===== src/rtl/lfsr_seg_rnd_seq.sv =====
// lfsr_seg_rnd_seq: per-request segment ON vector from a Fibonacci LFSR, one segment per clock.
module lfsr_seg_rnd_seq #(
  parameter int NB_SEGMENTS = 7,
  parameter int SLICE_BITS = 10,
  parameter int LFSR_WIDTH = 32,
  parameter int COUNTER_WIDTH = 4,
  parameter logic [LFSR_WIDTH-1:0] TAPS = 32'h8000_000D
) (
  input  logic                     clk,
  input  logic                     rst,
  input  logic                     start,
  input  logic                     reseed,
  input  logic [LFSR_WIDTH-1:0]    seed,
  input  logic [COUNTER_WIDTH-1:0] probability,
  output logic                     busy,
  output logic                     out_valid,
  input  logic                     out_ready,
  output logic [NB_SEGMENTS-1:0]   rnd
);
  localparam int IDX_W = $clog2(NB_SEGMENTS + 1);
  typedef enum logic [1:0] {IDLE, GEN, DONE} state_t;
  state_t state_q, state_d;
  logic [LFSR_WIDTH-1:0] lfsr_q, lfsr_d, step;
  logic [IDX_W-1:0] idx_q, idx_d;
  logic [COUNTER_WIDTH-1:0] thr_q, thr_d, cnt;
  logic [NB_SEGMENTS-1:0] rnd_q, rnd_d;
  logic [SLICE_BITS-1:0] mask, slice;
  assign mask = thr_q == COUNTER_WIDTH'(4) ? SLICE_BITS'(1) :
                thr_q == COUNTER_WIDTH'(5) ? SLICE_BITS'(3) :
                thr_q == COUNTER_WIDTH'(6) ? SLICE_BITS'(7) : '0;
  assign slice = lfsr_q[SLICE_BITS-1:0] | mask;
  always_comb begin
    step = lfsr_q;
    cnt = '0;
    for (int i = 0; i < SLICE_BITS; i++) step = {step[LFSR_WIDTH-2:0], ^(step & TAPS)};
    for (int i = 0; i < SLICE_BITS; i++) cnt = cnt + COUNTER_WIDTH'(slice[i]);
  end
  // GEN runs one drain cycle after the last segment so DONE lands NB_SEGMENTS+1 edges after acceptance
  always_comb begin
    state_d = state_q;
    lfsr_d = lfsr_q;
    idx_d = idx_q;
    thr_d = thr_q;
    rnd_d = rnd_q;
    case (state_q)
      IDLE: if (start) begin
        state_d = GEN;
        thr_d = probability;
        idx_d = '0;
        rnd_d = '0;
        if (reseed) lfsr_d = seed == '0 ? LFSR_WIDTH'(1) : seed;
      end
      GEN: if (idx_q == IDX_W'(NB_SEGMENTS)) state_d = DONE;
      else begin
        rnd_d[idx_q] = (thr_q == '0) | (cnt > thr_q);
        lfsr_d = step;
        idx_d = idx_q + IDX_W'(1);
      end
      DONE: if (out_ready) state_d = IDLE;
      default: state_d = IDLE;
    endcase
  end
  always_ff @(posedge clk) begin
    if (rst) begin
      state_q <= IDLE;
      lfsr_q <= LFSR_WIDTH'(1);
      idx_q <= '0;
      thr_q <= '0;
      rnd_q <= '0;
    end else begin
      state_q <= state_d;
      lfsr_q <= lfsr_d;
      idx_q <= idx_d;
      thr_q <= thr_d;
      rnd_q <= rnd_d;
    end
  end
  assign busy = state_q != IDLE;
  assign out_valid = state_q == DONE;
  assign rnd = rnd_q;
endmodule


===== config.mk =====
export PLATFORM = sky130hd
export DESIGN_NAME = lfsr_seg_rnd_seq
export DESIGN_NICKNAME = d
export VERILOG_FILES = /design/src/rtl/lfsr_seg_rnd_seq.sv
export SDC_FILE = /design/constraint.sdc
export NUM_CORES = 1
export LEC_CHECK = 0
export CORE_AREA = 2 2 73 75
export DETAILED_ROUTE_END_ITERATION = 8
export DIE_AREA = 0 0 75 77
export HOLD_SLACK_MARGIN = 0.12
export PLACE_DENSITY_LB_ADDON = 0.15
export SLEW_MARGIN = 40
export SYNTH_ARGS = -nofsm -noshare
export SYNTH_HDL_FRONTEND = slang
export SYNTH_SLANG_ARGS = --single-unit

===== constraint.sdc =====
create_clock -name clk -period 6.2 [get_ports clk]
set_input_delay 0.62 -clock clk [delete_from_list [all_inputs] [get_ports clk]]
set_output_delay 0.62 -clock clk [all_outputs]
set_load 0.005 [all_outputs]

== After elaboration in Yosys (flattened, before gate mapping) ==
Cells that the tools add are included.
Operators by class
  multiplexer cells: 21
  reduce and logical (&&, ||, !) cells: 20
  magnitude comparators: 3
  eq/ne operators: 11
  bitwise gates (word level): 2
  add/sub/neg operators: 10
Operators by type and width (number)
  32-bit XOR reduction: 10
  32-bit two-way mux: 4
  32-bit case mux with 2 select lines: 1
  32-bit logical NOT: 1
  4-bit by 1-bit adder with 4-bit output: 6
  3-bit two-way mux: 5
  7-bit two-way mux: 2
  7-bit case mux with 2 select lines: 1
  4-bit by 3-bit equality test with 1-bit output (second input constant): 3
  10-bit by 3-bit OR with 10-bit output: 1
  2-bit inequality test (second input constant): 4
  7-bit bitwise mux: 1
  2-bit two-way mux: 3
  2-bit case mux with 3 select lines: 1
  3-bit case mux with 2 select lines: 1
  3-bit AND reduction: 2
  3-bit by 1-bit adder with 4-bit output: 1
  4-bit > comparator: 1
  4-bit logical NOT: 1
  3-bit by 4-bit less-than comparator with 1-bit output (second input constant): 1
  4-bit AND reduction: 1
  2-bit nonzero test: 2
  2-bit by 1-bit adder with 3-bit output: 1
  3-bit by 1-bit adder with 3-bit output (second input constant): 1
  12 further kinds: 12
Word-level totals
  input port bits: 41
  register bits: 48
  output and inout bits: 9
  word-level logic and storage cells: 72

== Depth between registers and ports, before layout ==
Gate-level depths: netlist of the first run.
  depth in word-level cells: 19
  depth in mapped cells: 16

== Worst setup path before layout of the first run ==
No wires, ideal clock.
  kind: register to register
  start point: register thr_q[1]
  end point: register rnd_q[3] (netlist: rnd[3])
  path slack: 2.147 ns
  library setup time: 0.091 ns
  data required time: 6.109 ns
  cell stages (with the launch flop): 16
  arrival time: 3.962 ns
  cell sequence: dfxtp_1 > inv_1 > o41ai_1 > fa_1 > inv_1 > fa_1 > fa_1 > inv_1 > ha_1 > fa_1 > xnor2_1 > ha_1 > and4_1 > a21oi_1 > nor2_1 > a311oi_1
On the way
  word-level cells in the longest chain between the ends: 19
  elaborated cells between the ends (all ways): 22
  classes of those cells: add/sub (9); order compare (1); eq/ne (3); mux (6); bitwise (2); reduce/logical (1)
RTL lines
  from (decl): line 25  | logic [COUNTER_WIDTH-1:0] thr_q, thr_d, cnt;
  from (signal assigned): line 74  | thr_q <= thr_d;
  4-bit by 3-bit equality test with 1-bit output: line 30  | thr_q == COUNTER_WIDTH'(6) ? SLICE_BITS'(7) : '0;
  3-bit two-way mux: line 30
  3-bit two-way mux: line 29  | thr_q == COUNTER_WIDTH'(5) ? SLICE_BITS'(3) :
  3-bit two-way mux: line 28  | assign mask = thr_q == COUNTER_WIDTH'(4) ? SLICE_BITS'(1) :
  10-bit by 3-bit OR with 10-bit output: line 31  | assign slice = lfsr_q[SLICE_BITS-1:0] | mask;
  1-bit by 1-bit adder with 2-bit output: line 36  | for (int i = 0; i < SLICE_BITS; i++) cnt = cnt + COUNTER_WIDTH'(slice[i]);
  2-bit by 1-bit adder with 3-bit output: line 36
  3-bit by 1-bit adder with 4-bit output: line 36
  4-bit by 1-bit adder with 4-bit output (6 in a row): line 36
  4-bit > comparator: line 55  | rnd_d[idx_q] = (thr_q == '0) | (cnt > thr_q);
  1-bit OR *: line 55
  7-bit bitwise mux *: line 55
  7-bit two-way mux *: line 53  | GEN: if (idx_q == IDX_W'(NB_SEGMENTS)) state_d = DONE;
  7-bit case mux with 2 select lines *: line 45  | case (state_q)
  to (signal assigned): line 75  | rnd_q <= rnd_d;
  to (decl): line 26  | logic [NB_SEGMENTS-1:0] rnd_q, rnd_d;
Every way passes the cells marked *; elsewhere a longest branch is shown, timed or not. The select of a mux whose other input is x is not followed.
A chain may end at the register's enable or synchronous reset.

== Worst setup path after layout of the first run ==
Ends and elaborated chain as after synthesis.

==> results of run 1 <==
==> power by group <==
group	total (W)	internal (W)	switching, W
logic	0.000361	0.000166	0.000195
registers	0.000364	0.000336	0.0000281
clock network	0.000196	0.0000908	0.000105
==> metal layers <==
layer	track usage	wire, um
met3	0.0381	399
met2	0.357	3170
met4	0.0589	75
met5	0	0
met1	0.382	3200
==> cells in the mapped netlist (6+ instances only) <==
cell type	instances	area, sq um
o21ai_0	9	45.0
dfxtp_1	48	961
nor2_1	41	154
clkbuf_1	19	71.3
nor4_1	9	56.3
nand2_1	65	244
o211ai_1	10	75.1
a21oi_1	28	140
inv_1	16	60.1
a311oi_1	23	201
ha_1	8	100
xnor2_1	19	166
fa_1	6	120
==> flip-flops by register name, summed over array words and instances, names as in the netlist <==
signal	cells
lfsr_q	32
idx_q	3
rnd	7
thr_q	4
state_q	2
==> layout make-up <==
class | instances | area [sq um]
clock buffer | 7 | 86.3
clock inverter | 1 | 7.51
fill | 430 | 1560
inverter | 16 | 60.1
multi-input combinational | 261 | 1680
sequential | 48 | 961
tap | 70 | 87.6
timing repair buffer | 54 | 543
==> worst paths after layout <==
path	startpoint	endpoint	slack, ns	cells past startpoint
max	thr_q[1]	rnd[3]	1.60	15
max reg2reg	thr_q[1]	rnd[3]	1.60	15
min reg2reg	lfsr_q[7]	lfsr_q[7]	0.47	2
min	lfsr_q[7]	lfsr_q[7]	0.47	2
==> cell families after synthesis <==
logic type / after synthesis / share of synthesized area
xor gates and xnor gates: 26 / 0.0921
DFF: 48 / 0.345
buffers and inverters: 41 / 0.0598
and+or+nand+nor: 138 / 0.220
AOI/OAI and AO/OA: 83 / 0.204
adders and majority gates: 14 / 0.0791
==> worst max-delay path, cell delays in order, from the launching register on <==
cell and delay [ns]:
dfxtp_1 0.42, inv_1 0.09, o41ai_1 0.42, fa_1 0.49, inv_1 0.08, fa_1 0.43
fa_1 0.49, inv_1 0.04, ha_1 0.19, fa_1 0.38, xnor2_1 0.18, ha_1 0.26
and4_1 0.16, a21oi_1 0.44, nor2_1 0.16, a311oi_1 0.28
==> through the flow <==
step | area [sq um] | worst slack [ns] | std cells | total power, W
final | 3420 | 1.60 | 457 | 0.000921
after global routing | 3420 | 1.37 | 457 | 0.000982
after CTS | 3420 | 1.58 | 457 | 0.000925
after detailed placement | 3330 | 1.60 | 449 | 0.000732
after global placement | 3290 | 1.79 | 447 | 0.000713
after floorplan | 2780 | 2.15 | 350 | 0.000623
==> summary.md, run 1 <==
| Metric | Value |
|---|---|
| Largest net degree at the start of global routing | `47` |
| Remaining Overflow, GRT | `0` |
| Yosys warns | `0` |
| FFs w/ async S/R, synth | `0` |
| ANT cells | `0` |
| Crit. End Element | `flop` |
| Final antenna-violating net count | `0` |
| Post-route DRC | `0` |
| Most common cell after layout, fill and taps aside | `nand2_1` |
| Leak pwr | `1.27 nW` |
| Total die area | `0.00578 sq mm` |
| Commonest cells after routing, fill and taps aside | `nand2_1 (65), clkdlybuf4s50_1 (49), dfxtp_1 (48)` |
| CP arrival | `4.81 ns` |
| Synth Flop Type | `dfxtp_1` |
| RSZ-0062 raised after global routing | `no` |
| Post-synthesis average cell area | `7.95 sq um` |
| Vias per cell | `5.63` |
| Post-synthesis sequential area ratio | `0.345` |
| Hold violation count in the final report | `0` |
| Layout cell share with drive strength beyond 1 | `0.0491` |
| Vias | `2573` |
| Post-DP HPWL | `5.09 mm` |
| Skew final | `0.00736 ns` |
| Avg WL per Cell | `15.0 um` |
| Final core utilization | `0.688` |
| Synth Cell Area | `0.00278 sq mm` |
| Gpl congestion | `0.840` |
| H-tree depth | `2` |
| Worst Hold Class | `reg -> reg` |
| Die Y | `77 um` |
| Global Route Usage Sum | `0.247` |
| Starting DRT DRC Count | `193` |
| Crit path kind | `reg -> reg` |
| DR pass1 iterations | `4` |
| # nets final | `441` |
| CTS tree | `built` |
| CTS sink count | `48` |
| Syn Inst Count | `350` |
| Post-CTS Setup Inserts | `0` |
| Syn_nets | `405` |
| Flop and latch count out of synthesis | `48` |
| Port bufs | `49` |
| Post-CTS Resized | `0` |
| Status | `complete, no violations` |
| Worst path required time | `6.41 ns` |
| Fin crit share | `0.742` |
| Peak Freq | `217 MHz` |
| Total CTS buffers | `5` |
| Element type at the critical path start | `flop` |
| I/O Pins | `50` |
| Max-slew violations | `0` |
| Area grow syn2layout | `22.9%` |
| Setup violators final | `0` |
| Cts hold-fix bufs | `0` |
| Clk pin slew, worst setup/hold paths | `0.09 ns` |
| Max-cap violations | `0` |
| Worst-Margin Slew | `0.624 ns` |
| Max FO, Critical Path | `5` |
| Distinct cells, synth | `41` |
| Clock Tree Root | `clkbuf_8` |
| Hold_ws | `0.473 ns` |
| Relative slew slack | `0.581` |
| Setup TNS Final | `0 ns` |
| Period minus WS final | `4.60 ns` |
| Core box area | `0.00498 sq mm` |
| Drt total wl | `6.85 mm` |
| DIE WIDTH | `75 um` |
| Vias in the first global route | `2313` |
| VDD IR max | `149 uV` |
| Starting Density | `0.559` |
| # rows | `26` |
| Worst-Skew Late Latency | `0.30 ns` |
| Initial antenna violation count | `0` |
| Pwr/cell area | `269 mW/mm^2` |
| First-pass GRT wire length | `11.2 mm` |
| Post-synth EDFFs | `0` |
| Longest Clk Path Bufs | `2` |
Note: power is estimated with default switching activity, not from simulation.
==> inputs of run 2 (changes only) <==
Settings changed: CORE_AREA 2 2 73 75 to 2 2 80 82, DIE_AREA 0 0 75 77 to 0 0 82 84.
Clock period 6.2 ns to 4.2 ns, I/O delays scaled along.
==> run 2 against run 1 <==
Effect of this change:
- fmax rose by 11%
- total power rose by 54%
- global-route usage fell by 2.5 points
- setup slack got worse by 1.6 ns
==> summary.md, run 2 (synthesis results as in run 1) <==
| Metric | Value |
|---|---|
| Status | `complete, no violations` |
| Max-cap violations | `0` |
| Total die area | `0.00689 sq mm` |
| # nets final | `449` |
| Cts hold-fix bufs | `0` |
| Max-slew violations | `0` |
| Bufs and invs on worst path | `4` |
| Leak pwr | `1.32 nW` |
| Hold_ws | `0.477 ns` |
| Area grow syn2layout | `26.7%` |
| Port bufs | `49` |
| Remaining Overflow, GRT | `0` |
| Register Area | `966 sq um` |
| Largest net degree at the start of global routing | `41` |
| Final Total Pwr | `0.00142 W` |
| Setup TNS Final | `0 ns` |
| Clk pin slew, worst setup/hold paths | `0.09 ns` |
| Placed cell count | `461` |
| Multi-input gate area | `0.00173 sq mm` |
| Worst R2R End | `rnd[4]` |
| R2R cell count | `16` |
| Core box area | `0.00610 sq mm` |
| DIE WIDTH | `82 um` |
| R2r setup slk | `0.05 ns` |
| Clock Tree Root | `clkbuf_8` |
| Max reg flops | `32` |
| Final antenna-violating net count | `0` |
| Pwr/cell area | `402 mW/mm^2` |
| Setup violators final | `0` |
| Vias | `2557` |
| Vias in the first global route | `2420` |
| Peak Freq | `241 MHz` |
| Max FO, Critical Path | `4` |
| RR Startpoint | `thr_q[2]` |
| Hold violation count in the final report | `0` |
| # rows | `29` |
| DR pass1 iterations | `5` |
| Vias per cell | `5.43` |
| Starting DRT DRC Count | `198` |
| Fill count | `571` |
| Drt total wl | `7.51 mm` |
| I/O Pins | `50` |
| Most common cell after layout, fill and taps aside | `nand2_1` |
| Gpl congestion | `0.802` |
| Register share of total power | `0.376` |
| First-pass GRT wire length | `11.8 mm` |
| Element type at the critical path start | `flop` |
| CTS sink count | `48` |
| Total CTS buffers | `5` |
| Avg WL per Cell | `15.9 um` |
| H-tree depth | `2` |
| Skew final | `0.00441 ns` |
| Slowest CP cell | `fa_1` |
| ANT cells | `0` |
| Fin crit share | `0.989` |
| Crit. End Element | `flop` |
| CP arrival | `4.33 ns` |
| Gate power share | `0.434` |
| Delay of the slowest cell on the worst path | `0.51 ns` |
| Post-route DRC | `0` |
| Crit-path leading delay family | `adder cells` |
| Worst Hold Class | `reg -> reg` |
| Global Route Usage Sum | `0.222` |
| Worst-Margin Slew | `0.637 ns` |
| Most frequent CP cell | `fa_1` |
| Sw Pwr | `0.000510 W` |
| Starting Density | `0.457` |
| CTS tree | `built` |
| Post-DP HPWL | `5.36 mm` |
| Worst-path cell chain | `inv_2, o41ai_4, fa_1, inv_1, fa_1, fa_1, inv_2, ha_4, fa_1, ha_1, nor2b_4, o211ai_1, a21oi_2, buf_4, o2111ai_1, a21oi_1` |
| Worst hold path cell count | `2` |
| VDD IR max | `214 uV` |
| Relative slew slack | `0.572` |
| Clk pwr share | `0.189` |
| Hold path endpoint | `rnd[2]` |
| Commonest cells after routing, fill and taps aside | `nand2_1 (64), clkdlybuf4s50_1 (49), dfxtp_1 (44)` |
| Reg with most FFs | `lfsr_q` |
| Period minus WS final | `4.15 ns` |
| Layout cell share with drive strength beyond 1 | `0.0990` |
| Hold path startpoint | `rnd[2]` |
| Initial antenna violation count | `0` |
| Die Y | `84 um` |
| Worst-Skew Late Latency | `0.30 ns` |
| RSZ-0062 raised after global routing | `yes` |
| Sw Share | `0.360` |
| Final cell count without fillers | `471` |
| Crit path kind | `reg -> reg` |
| Longest Clk Path Bufs | `2` |
| Final core utilization | `0.579` |
| P_int | `0.000907 W` |
| Worst path required time | `4.37 ns` |
## run 2: repair_timing
action | 4_1_cts | 5_1_grt
setup buffers | 0 | 2
endpoints found under the setup margin | 5 | 7
pin swaps | 0 | 7
resized for setup | 1 | 16
endpoints found under the hold margin | 0 | 0
## run 2: power groups by stage
stage / clock [W] / sequential, W / combinational, W
detailed placement: 0 / 0.000542 / 0.000556
CTS: 0.000276 / 0.000531 / 0.000561
finish: 0.000269 / 0.000533 / 0.000616
global placement: 0 / 0.000541 / 0.000544
floorplan: 0 / 0.000531 / 0.000388
global route: 0.000294 / 0.000538 / 0.000684
## run 2: worst max path at each step
| stage | from | endpoint | slack, ns | depth (start not counted) |
|---|---|---|---|---|
| CTS | thr_q[1] | rnd[4] | 0.007 | 17 |
| global placement | thr_q[1] | rnd[4] | 0.06 | 16 |
| floorplan | thr_q[1] | rnd[3] | 0.15 | 15 |
| global route | thr_q[1] | rnd[5] | -0.09 | 17 |
| finish | thr_q[2] | rnd[4] | 0.05 | 16 |
| detailed placement | thr_q[2] | rnd[4] | -0.03 | 16 |
## run 2: stage by stage
stage          instance area, sq um  setup WS (ns)
3_5_place_dp                   3360        -0.0307
3_3_place_gp                   3350         0.0575
4_1_cts                        3440        0.00685
2_1_floorplan                  2780          0.147
6_report                       3530         0.0469
5_1_grt                        3530        -0.0912
## run 2: layer usage
layer / global-route usage / routed length [um]
met5: 0 / 0
met4: 0.0515 / 98
met3: 0.0400 / 332
met2: 0.340 / 3490
met1: 0.323 / 3590
## run 2: area by class of cell
cell class,instances,area share
Multi-Input combinational cell,261,0.490
Sequential cell,48,0.274
Timing Repair Buffer,62,0.170
Tap cell,77,0.0273
Clock buffer,6,0.0206
Inverter,16,0.0170
Clock inverter,1,0.00142
## run 2: worst reg2reg max path, stage by stage, from the launching register on
cell       delay, ns
dfxtp_2         0.36
inv_2           0.06
o41ai_4         0.30
fa_1            0.46
inv_1           0.08
fa_1            0.42
fa_1            0.51
inv_2           0.05
ha_4            0.16
fa_1            0.43
ha_1            0.31
nor2b_4         0.13
o211ai_1        0.23
a21oi_2         0.11
buf_4           0.16
o2111ai_1       0.18
a21oi_1         0.08
